$ cat config.mk
export PLATFORM = sky130hd
export DESIGN_NAME = am_pwm_demod
export DESIGN_NICKNAME = d
export VERILOG_FILES = /design/src/rtl/am_pwm_demod.sv
export SDC_FILE = /design/constraint.sdc
export NUM_CORES = 1
export LEC_CHECK = 0
export CAP_MARGIN = 0
export CORE_MARGIN = 2
export CORE_UTILIZATION = 50
export DETAILED_ROUTE_END_ITERATION = 8
export PLACE_DENSITY = 0.75
export SYNTH_ARGS = -nofsm -noshare
export SYNTH_HDL_FRONTEND = slang
export SYNTH_SLANG_ARGS = --single-unit
$ cat constraint.sdc
create_clock -name clk -period 6.7 [get_ports clk]
set_clock_uncertainty 0.1 [all_clocks]
set_input_delay 0.67 -clock clk [delete_from_list [all_inputs] [get_ports clk]]
set_output_delay 0.67 -clock clk [all_outputs]
set_load 0.005 [all_outputs]
$ cat src/rtl/am_pwm_demod.sv
// AM PWM demodulator: measures pulse widths of a 1-bit PWM stream, tracks the peak
// duty over a window of samples and rescales that envelope peak into a distance value.
module am_pwm_demod #(
  parameter int WIDTH       = 13,
  parameter int COUNT_WIDTH = 7,
  parameter int WINDOW_LOG2 = 8
) (
  input  logic                   clk,
  input  logic                   reset_n,
  input  logic                   enable,
  input  logic                   pwm_in,
  output logic [COUNT_WIDTH:0]   duty,
  output logic                   duty_valid,
  output logic [WIDTH-1:0]       distance,
  output logic                   distance_valid
);

  localparam int                     FRAME_I  = 2 ** COUNT_WIDTH;
  localparam logic [COUNT_WIDTH:0]   FRAME    = (COUNT_WIDTH+1)'(FRAME_I);
  localparam logic [COUNT_WIDTH:0]   FRAME_M1 = (COUNT_WIDTH+1)'(FRAME_I - 1);
  localparam logic [COUNT_WIDTH:0]   CNT_ONE  = (COUNT_WIDTH+1)'(1);
  localparam logic [WINDOW_LOG2-1:0] SCNT_LAST = '1;
  localparam logic [WINDOW_LOG2-1:0] SCNT_ONE  = WINDOW_LOG2'(1);
  localparam logic [31:0]            MAXD      = 32'(2 ** WIDTH - 1);

  typedef enum logic {ST_LOW, ST_HIGH} state_t;

  state_t                 r_state;
  logic                   r_sync1;
  logic                   r_sync2;
  logic [COUNT_WIDTH:0]   r_cnt;
  logic [COUNT_WIDTH:0]   r_peak;
  logic [WINDOW_LOG2-1:0] r_scnt;
  logic                   r_done;

  logic                   w_s;
  logic [COUNT_WIDTH:0]   w_max;
  logic [31:0]            w_scaled;
  logic [WIDTH-1:0]       w_dist;

  assign w_s   = r_sync2;
  assign w_max = (duty > r_peak) ? duty : r_peak;

  // p*8 + p/32 approximates p*2048/255 without a multiplier
  assign w_scaled = (32'(r_peak) << 3) + (32'(r_peak) >> 5);
  assign w_dist   = (w_scaled > MAXD) ? MAXD[WIDTH-1:0] : w_scaled[WIDTH-1:0];

  always_ff @(posedge clk or negedge reset_n) begin
    if (!reset_n) begin
      r_sync1 <= 1'b0;
      r_sync2 <= 1'b0;
    end else begin
      r_sync1 <= pwm_in;
      r_sync2 <= r_sync1;
    end
  end

  // Pulse-width FSM; a full frame without an edge still yields a 0 or FRAME sample
  always_ff @(posedge clk or negedge reset_n) begin
    if (!reset_n) begin
      r_state    <= ST_LOW;
      r_cnt      <= '0;
      duty       <= '0;
      duty_valid <= 1'b0;
    end else if (!enable) begin
      r_state    <= ST_LOW;
      r_cnt      <= '0;
      duty_valid <= 1'b0;
    end else begin
      duty_valid <= 1'b0;
      case (r_state)
        ST_LOW: begin
          if (w_s) begin
            r_state <= ST_HIGH;
            r_cnt   <= CNT_ONE;
          end else if (r_cnt == FRAME_M1) begin
            duty       <= '0;
            duty_valid <= 1'b1;
            r_cnt      <= '0;
          end else begin
            r_cnt <= r_cnt + CNT_ONE;
          end
        end
        ST_HIGH: begin
          if (!w_s) begin
            duty       <= r_cnt;
            duty_valid <= 1'b1;
            r_state    <= ST_LOW;
            r_cnt      <= '0;
          end else if (r_cnt == FRAME) begin
            duty       <= FRAME;
            duty_valid <= 1'b1;
            r_cnt      <= CNT_ONE;
          end else begin
            r_cnt <= r_cnt + CNT_ONE;
          end
        end
        default: r_state <= ST_LOW;
      endcase
    end
  end

  // A sample landing in the clear cycle opens the next window instead of being lost
  always_ff @(posedge clk or negedge reset_n) begin
    if (!reset_n) begin
      r_peak         <= '0;
      r_scnt         <= '0;
      r_done         <= 1'b0;
      distance       <= '0;
      distance_valid <= 1'b0;
    end else if (!enable) begin
      r_peak         <= '0;
      r_scnt         <= '0;
      r_done         <= 1'b0;
      distance_valid <= 1'b0;
    end else begin
      distance_valid <= r_done;
      r_done         <= duty_valid && (r_scnt == SCNT_LAST);
      if (r_done) begin
        distance <= w_dist;
        if (duty_valid) begin
          r_peak <= duty;
          r_scnt <= SCNT_ONE;
        end else begin
          r_peak <= '0;
          r_scnt <= '0;
        end
      end else if (duty_valid) begin
        r_peak <= w_max;
        r_scnt <= r_scnt + SCNT_ONE;
      end
    end
  end

endmodule

==> run_results.csv, run 1 <==
group,metric,value,unit
run_status,outcome,"complete, no violations",
cts,clock_sinks,46,
floorplan,ioPinCount,27,
cts,clk_path_buf_depth,2,
drt,routedWlPerCell,13.3,um
grt,grt_pass1_vias,1588,
grt,grt.total_usage,18.2,%
synthesis,syn_area_per_cell,10.0,sq um
worst_setup_path,crit_type,"in2reg",
grt,antenna_found_initial,0,
drt,vias,1633,
worst_setup_path,cpMaxStageDelayCell,"clkdlybuf4s50_1",
layout,drive_gt1_share,6.53,%
floorplan,die_w,71.2,um
drt,dr.pass1.iters,4,
worst_setup_path,path_cells,"clkdlybuf4s50_1 -> nand2b_1 -> a311oi_4 -> mux2_4",
synthesis,synth_top_cell_by_area,"dfrtp_1",
synthesis,seq_area_frac_synth,50.9,%
placed_design,dp.cells,289,
sta,max_slew_margin,35.0,%
cts,root_buffer,"clkbuf_8",
sta,hold_viol,0,
layout,fill_cells,370,
sta,fmax,337,MHz
worst_setup_path,cp_data_arrival_time,3.07,ns
sta,fin_crit_sh,44.3,%
drt,top_layer,"met4",
synthesis,synth-warning-count,0,
synthesis,synthCells,226,
layout,final_nets,259,
synthesis,syn-cell-area,2260,sq um
cts,clock_latency,0.30,ns
worst_setup_path,end_kind,"flop",
synthesis,synthTopCellsByCount,"dfrtp_1, nand2_1, o21ai_0",
min_path,worstHoldStart,"r_sync1",
floorplan,core,4350,sq um
cts,post_cts_buffers,0,
power_and_ir_drop,switching_share,23.8,%
drt,wl_met2,1920,um
cts,path_clk_slew,0.09,ns
grt,grt_max_degree,47,
worst_setup_path,cpLargestDelayFamily,"buffers and inverters",
synthesis,synth-edff-count,0,
floorplan,start_util,51.9,%
power_and_ir_drop,worst_ir_drop_vdd,121,uV
power_and_ir_drop,p_int,417,uW
synthesis,synth_top_area_share,50.9,%
cts,cts_made_buffers,5,
power_and_ir_drop,power.share.clock,36.9,%
cts,cts_tree,"done",
layout,area_delta_synth_final,15.1,%
placed_design,io_buffers,24,
grt,grt_pass1_wl,7300,um
drt,drc,0,
sta,rsz0062_at_grt,"no",
drt,totalWireLength,3950,um
floorplan,die_h,71.2,um
worst_setup_path,startpoint,"enable",
power_and_ir_drop,seqPwrFrac,53.3,%
power_and_ir_drop,power_per_cell_area,211,nW/um^2
placed_design,dp_hpwl,2870,um
worst_setup_path,crit_buf_inv,1,
cts,holdBufCountCts,0,
synthesis,ys.flop_type,"dfrtp_1",
worst_setup_path,r2r-start,"duty[3]",
min_path,hold_class,"reg2reg",
worst_setup_path,cp_max_fo,24,
synthesis,synthArstFlopShare,100,%
sta,tightest_slew,0.975,ns
worst_setup_path,max_stage_delay,0.97,ns
run,drv_cap,0,
worst_setup_path,crit_path_start_kind,"input port",
power_and_ir_drop,netSwitchingPower,130,uW
drt,wl_met1,1810,um
grt,overflow,0,
power_and_ir_drop,pwr-share-comb,9.8,%
drt,drtIter0Drc,136,
drt,wl_met3,131,um
cts,cts_resized,0,
synthesis,synth_most_common_cell,"dfrtp_1",
synthesis,ys_types,36,
drt,ant_nets,0,
worst_setup_path,worstPathRequired,6.80,ns
cts,htree_num_levels,2,
sta,finalSetupViolCount,0,
synthesis,synth_area_leaders,"dfrtp_1, ha_1, o21ai_0",
synthesis,synth_seq_cells,46,
power_and_ir_drop,p_total,548,uW
floorplan,rows,24,
layout,stdcell_count,297,
placed_design,place_congestion,0.803,
layout,antenna_cells,0,
sta,fin_hold_ws,0.257,ns
sta,setup-tns-final,0,ns
power_and_ir_drop,leakagePower,1.17,nW
sta,fin_crit,2.97,ns
floorplan,dieArea,5070,sq um
sta,drv_slew,0,
drt,viasPerCell,5.50,
-- logic make-up (layout without fill, tap and decap cells) --
kind of cell	count (synthesis)	in the layout	share of synthesized area [%]
adder cells (fa/ha/maj)	11	11	6.09
flip-flops	46	46	50.9
buffers and inverters	27	45	5.37
multiplexers	10	10	4.71
AND/OR/NAND/NOR	82	82	18.3
AO/OA/AOI/OAI	39	39	10.6
XOR/XNOR	10	10	3.88
other	1	2	0.166
-- registers in the layout, summed over array words and instances, names as in the netlist --
name and flops:
r_sync2 1, r_state 1, distance_valid 1, r_scnt 8, duty 8, duty_valid 1, distance 8, r_sync1 1
r_done 1, r_cnt 8, r_peak 8
-- routing by layer --
| metal | up-vias | global-route usage (%) |
|---|---|---|
| li1 | 808 | - |
| met1 | 788 | 23.5 |
| met2 | 29 | 29.8 |
| met3 | 8 | 3.38 |
| met4 | 0 | 8.18 |
| met5 | - | 0 |
-- power groups by stage --
stage | Sequential, mW | Clock [mW] | Combinational (mW)
after global placement | 0.297 | 0 | 0.0528
after global routing | 0.294 | 0.218 | 0.0612
after floorplan | 0.294 | 0 | 0.0379
after detailed placement | 0.298 | 0 | 0.0545
final | 0.292 | 0.202 | 0.0535
after CTS | 0.292 | 0.207 | 0.0549
-- placed cells by master, fill, tap and decap left out, drive strengths merged, types with 3 or more instances in the layout --
master,instances
or3,4
nand2,26
clkdlybuf4s50,23
xnor2,3
xor2,7
nand4,4
nand2b,4
clkbuf,5
inv,13
nand3,12
ha,11
o21ai,22
nand4b,7
dfrtp,46
a21oi,9
nor2,16
mux2i,8
-- path summary, 6_finish.rpt --
check,endpoint,slack (ns),cells past startpoint
worst min-delay path,r_sync2,0.26,0
min in group asynchronous,distance[9],0.42,1
max in group asynchronous,duty[3],5.48,1
worst max-delay path,r_peak[0],3.73,4
worst min register to register,r_sync2,0.26,0
worst max register to register,r_peak[0],4.31,5
-- stage by stage --
stage	cell area (sq um)	util, %	setup slack (ns)
after floorplan	2260	-	4.43
after global placement	2490	57.2	3.48
after detailed placement	2490	57.2	3.41
after CTS	2600	59.7	3.74
after global routing	2600	59.7	3.55
final	2600	59.7	3.73
-- cell type report --
class	count	area, sq um	area share (%)
inverter	13	48.8	1.88
clock inverter	3	40.0	1.54
multi-input combinational	154	991	38.1
clock buffer	5	68.8	2.65
sequential	46	1150	44.3
tap	52	65.1	2.50
timing repair buffer	24	235	9.05
No activity file was read; power rests on OpenSTA's default activity.
==> run 2, diff against run 1 <==
Clock period 6.7 ns to 2.9 ns, I/O delays scaled along.
==> run_results.csv, run 2 (synthesis gave the netlist of run 1 again) <==
group,metric,value,unit
run_status,outcome,"complete, no violations",
worst_setup_path,max_stage_delay,0.59,ns
worst_setup_path,crit_type,"reg2reg",
sta,tightest_slew,1.01,ns
floorplan,rows,24,
layout,final_nets,260,
cts,clk_path_buf_depth,2,
power_and_ir_drop,p_int,1.08,mW
layout,final_common_cell,"dfrtp_1",
grt,grt_pass1_wl,7310,um
worst_setup_path,crit_path_start_kind,"flop",
drt,viasPerCell,5.43,
cts,clock_latency,0.30,ns
grt,grt.total_usage,18.7,%
power_and_ir_drop,power.share.clock,41.9,%
floorplan,die_w,71.2,um
worst_setup_path,r2r_end,"r_peak[0]",
layout,stdcell_area,2640,sq um
floorplan,start_util,51.9,%
sta,hold_viol,0,
cts,clock_sinks,46,
cts,cts_resized,0,
sta,setup-tns-final,0,ns
cts,holdBufCountCts,0,
grt,grt_pass1_vias,1522,
placed_design,place_congestion,0.776,
cts,root_buffer,"clkbuf_8",
drt,drtIter0Drc,96,
floorplan,dieArea,5070,sq um
drt,vias,1617,
power_and_ir_drop,pwr-share-comb,9.2,%
drt,totalWireLength,4220,um
floorplan,core,4350,sq um
grt,overflow,0,
power_and_ir_drop,netSwitchingPower,301,uW
worst_setup_path,cpLargestDelayFamily,"compound AO/OA/AOI/OAI gates",
sta,rsz0062_at_grt,"no",
sta,fmax,418,MHz
worst_setup_path,rr_worst_depth,5,
drt,drc,0,
worst_setup_path,cp_data_arrival_time,2.49,ns
worst_setup_path,r2r-start,"duty[3]",
power_and_ir_drop,leakagePower,1.19,nW
sta,fin_crit,2.39,ns
floorplan,die_h,71.2,um
cts,post_cts_buffers,0,
placed_design,io_buffers,24,
grt,antenna_found_initial,0,
layout,drive_gt1_share,6.91,%
worst_setup_path,regToRegSetupSlack,0.51,ns
grt,grt_max_degree,47,
drt,dr.pass1.iters,5,
worst_setup_path,cpMaxStageDelayCell,"a311oi_4",
cts,cts_tree,"done",
sta,drv_slew,0,
run,drv_cap,0,
layout,area_delta_synth_final,16.9,%
worst_setup_path,path_cells,"ha_1 -> nand4_1 -> or3_4 -> a311oi_4 -> mux2_4",
floorplan,ioPinCount,27,
placed_design,dp_hpwl,2970,um
layout,layout_common_cells,"dfrtp_1, nand2_1, clkdlybuf4s50_1",
sta,fin_crit_sh,82.4,%
drt,ant_nets,0,
worst_setup_path,worstPathRequired,3.00,ns
power_and_ir_drop,power_per_cell_area,522,nW/um^2
drt,routedWlPerCell,14.2,um
sta,finalSetupViolCount,0,
power_and_ir_drop,switching_share,21.8,%
cts,path_clk_slew,0.09,ns
worst_setup_path,crit_buf_inv,0,
worst_setup_path,end_kind,"flop",
cts,cts_made_buffers,5,
min_path,hold_class,"in2async",
placed_design,place_area,2500,sq um
power_and_ir_drop,seqPwrFrac,48.8,%
power_and_ir_drop,worst_ir_drop_vdd,307,uV
worst_setup_path,cp_max_fo,8,
layout,postLayoutCoreUtil,60.7,%
sta,max_slew_margin,32.4,%
layout,antenna_cells,0,
cts,htree_num_levels,2,
-- run 2: per-layer routing --
layer,vias to the layer above,GRT usage [%],routed length (um)
li1,806,-,-
met1,764,24.2,1880
met2,40,30.3,2070
met3,7,4.78,198
met4,0,6.92,70
met5,-,0,0
-- run 2: worst max path at each step --
stage / to / startpoint / cells past startpoint / slack, ns
after floorplan: r_peak[0] / duty[3] / 5 / 0.63
after global placement: r_peak[0] / duty[3] / 5 / 0.58
after detailed placement: r_peak[0] / duty[3] / 5 / 0.51
final: r_peak[0] / duty[3] / 5 / 0.51
after CTS: r_peak[0] / duty[3] / 5 / 0.50
after global routing: r_peak[0] / duty[3] / 5 / 0.40
-- run 2: per-stage QoR --
stage / cells / setup slack (ns) / total power, mW / hold slack (ns)
after floorplan: 227 / 0.634 / 0.768 / -0.106
after global placement: 290 / 0.582 / 0.811 / 0.233
after detailed placement: 290 / 0.508 / 0.815 / 0.237
after CTS: 298 / 0.498 / 1.40 / 0.0839
after global routing: 298 / 0.404 / 1.44 / 0.149
final: 298 / 0.510 / 1.38 / 0.0575
-- run 2: final cells by class --
| cell class | instances | area, sq um |
|---|---|---|
| clock buffers | 6 | 82.6 |
| flip-flops and latches | 46 | 1150 |
| clock inverters | 2 | 60.1 |
| multi-input cells | 154 | 991 |
| inverters | 13 | 48.8 |
| fillers | 384 | 1710 |
| repair buffers | 25 | 243 |
| well taps | 52 | 65.1 |
-- run 2: power by group through the flow --
| stage | clock [mW] | sequential [mW] | combinational, mW |
|---|---|---|---|
| 5_1_grt | 0.620 | 0.677 | 0.143 |
| 3_3_place_gp | 0 | 0.685 | 0.125 |
| 4_1_cts | 0.595 | 0.674 | 0.129 |
| 6_report | 0.579 | 0.674 | 0.127 |
| 3_5_place_dp | 0 | 0.687 | 0.128 |
| 2_1_floorplan | 0 | 0.680 | 0.0876 |
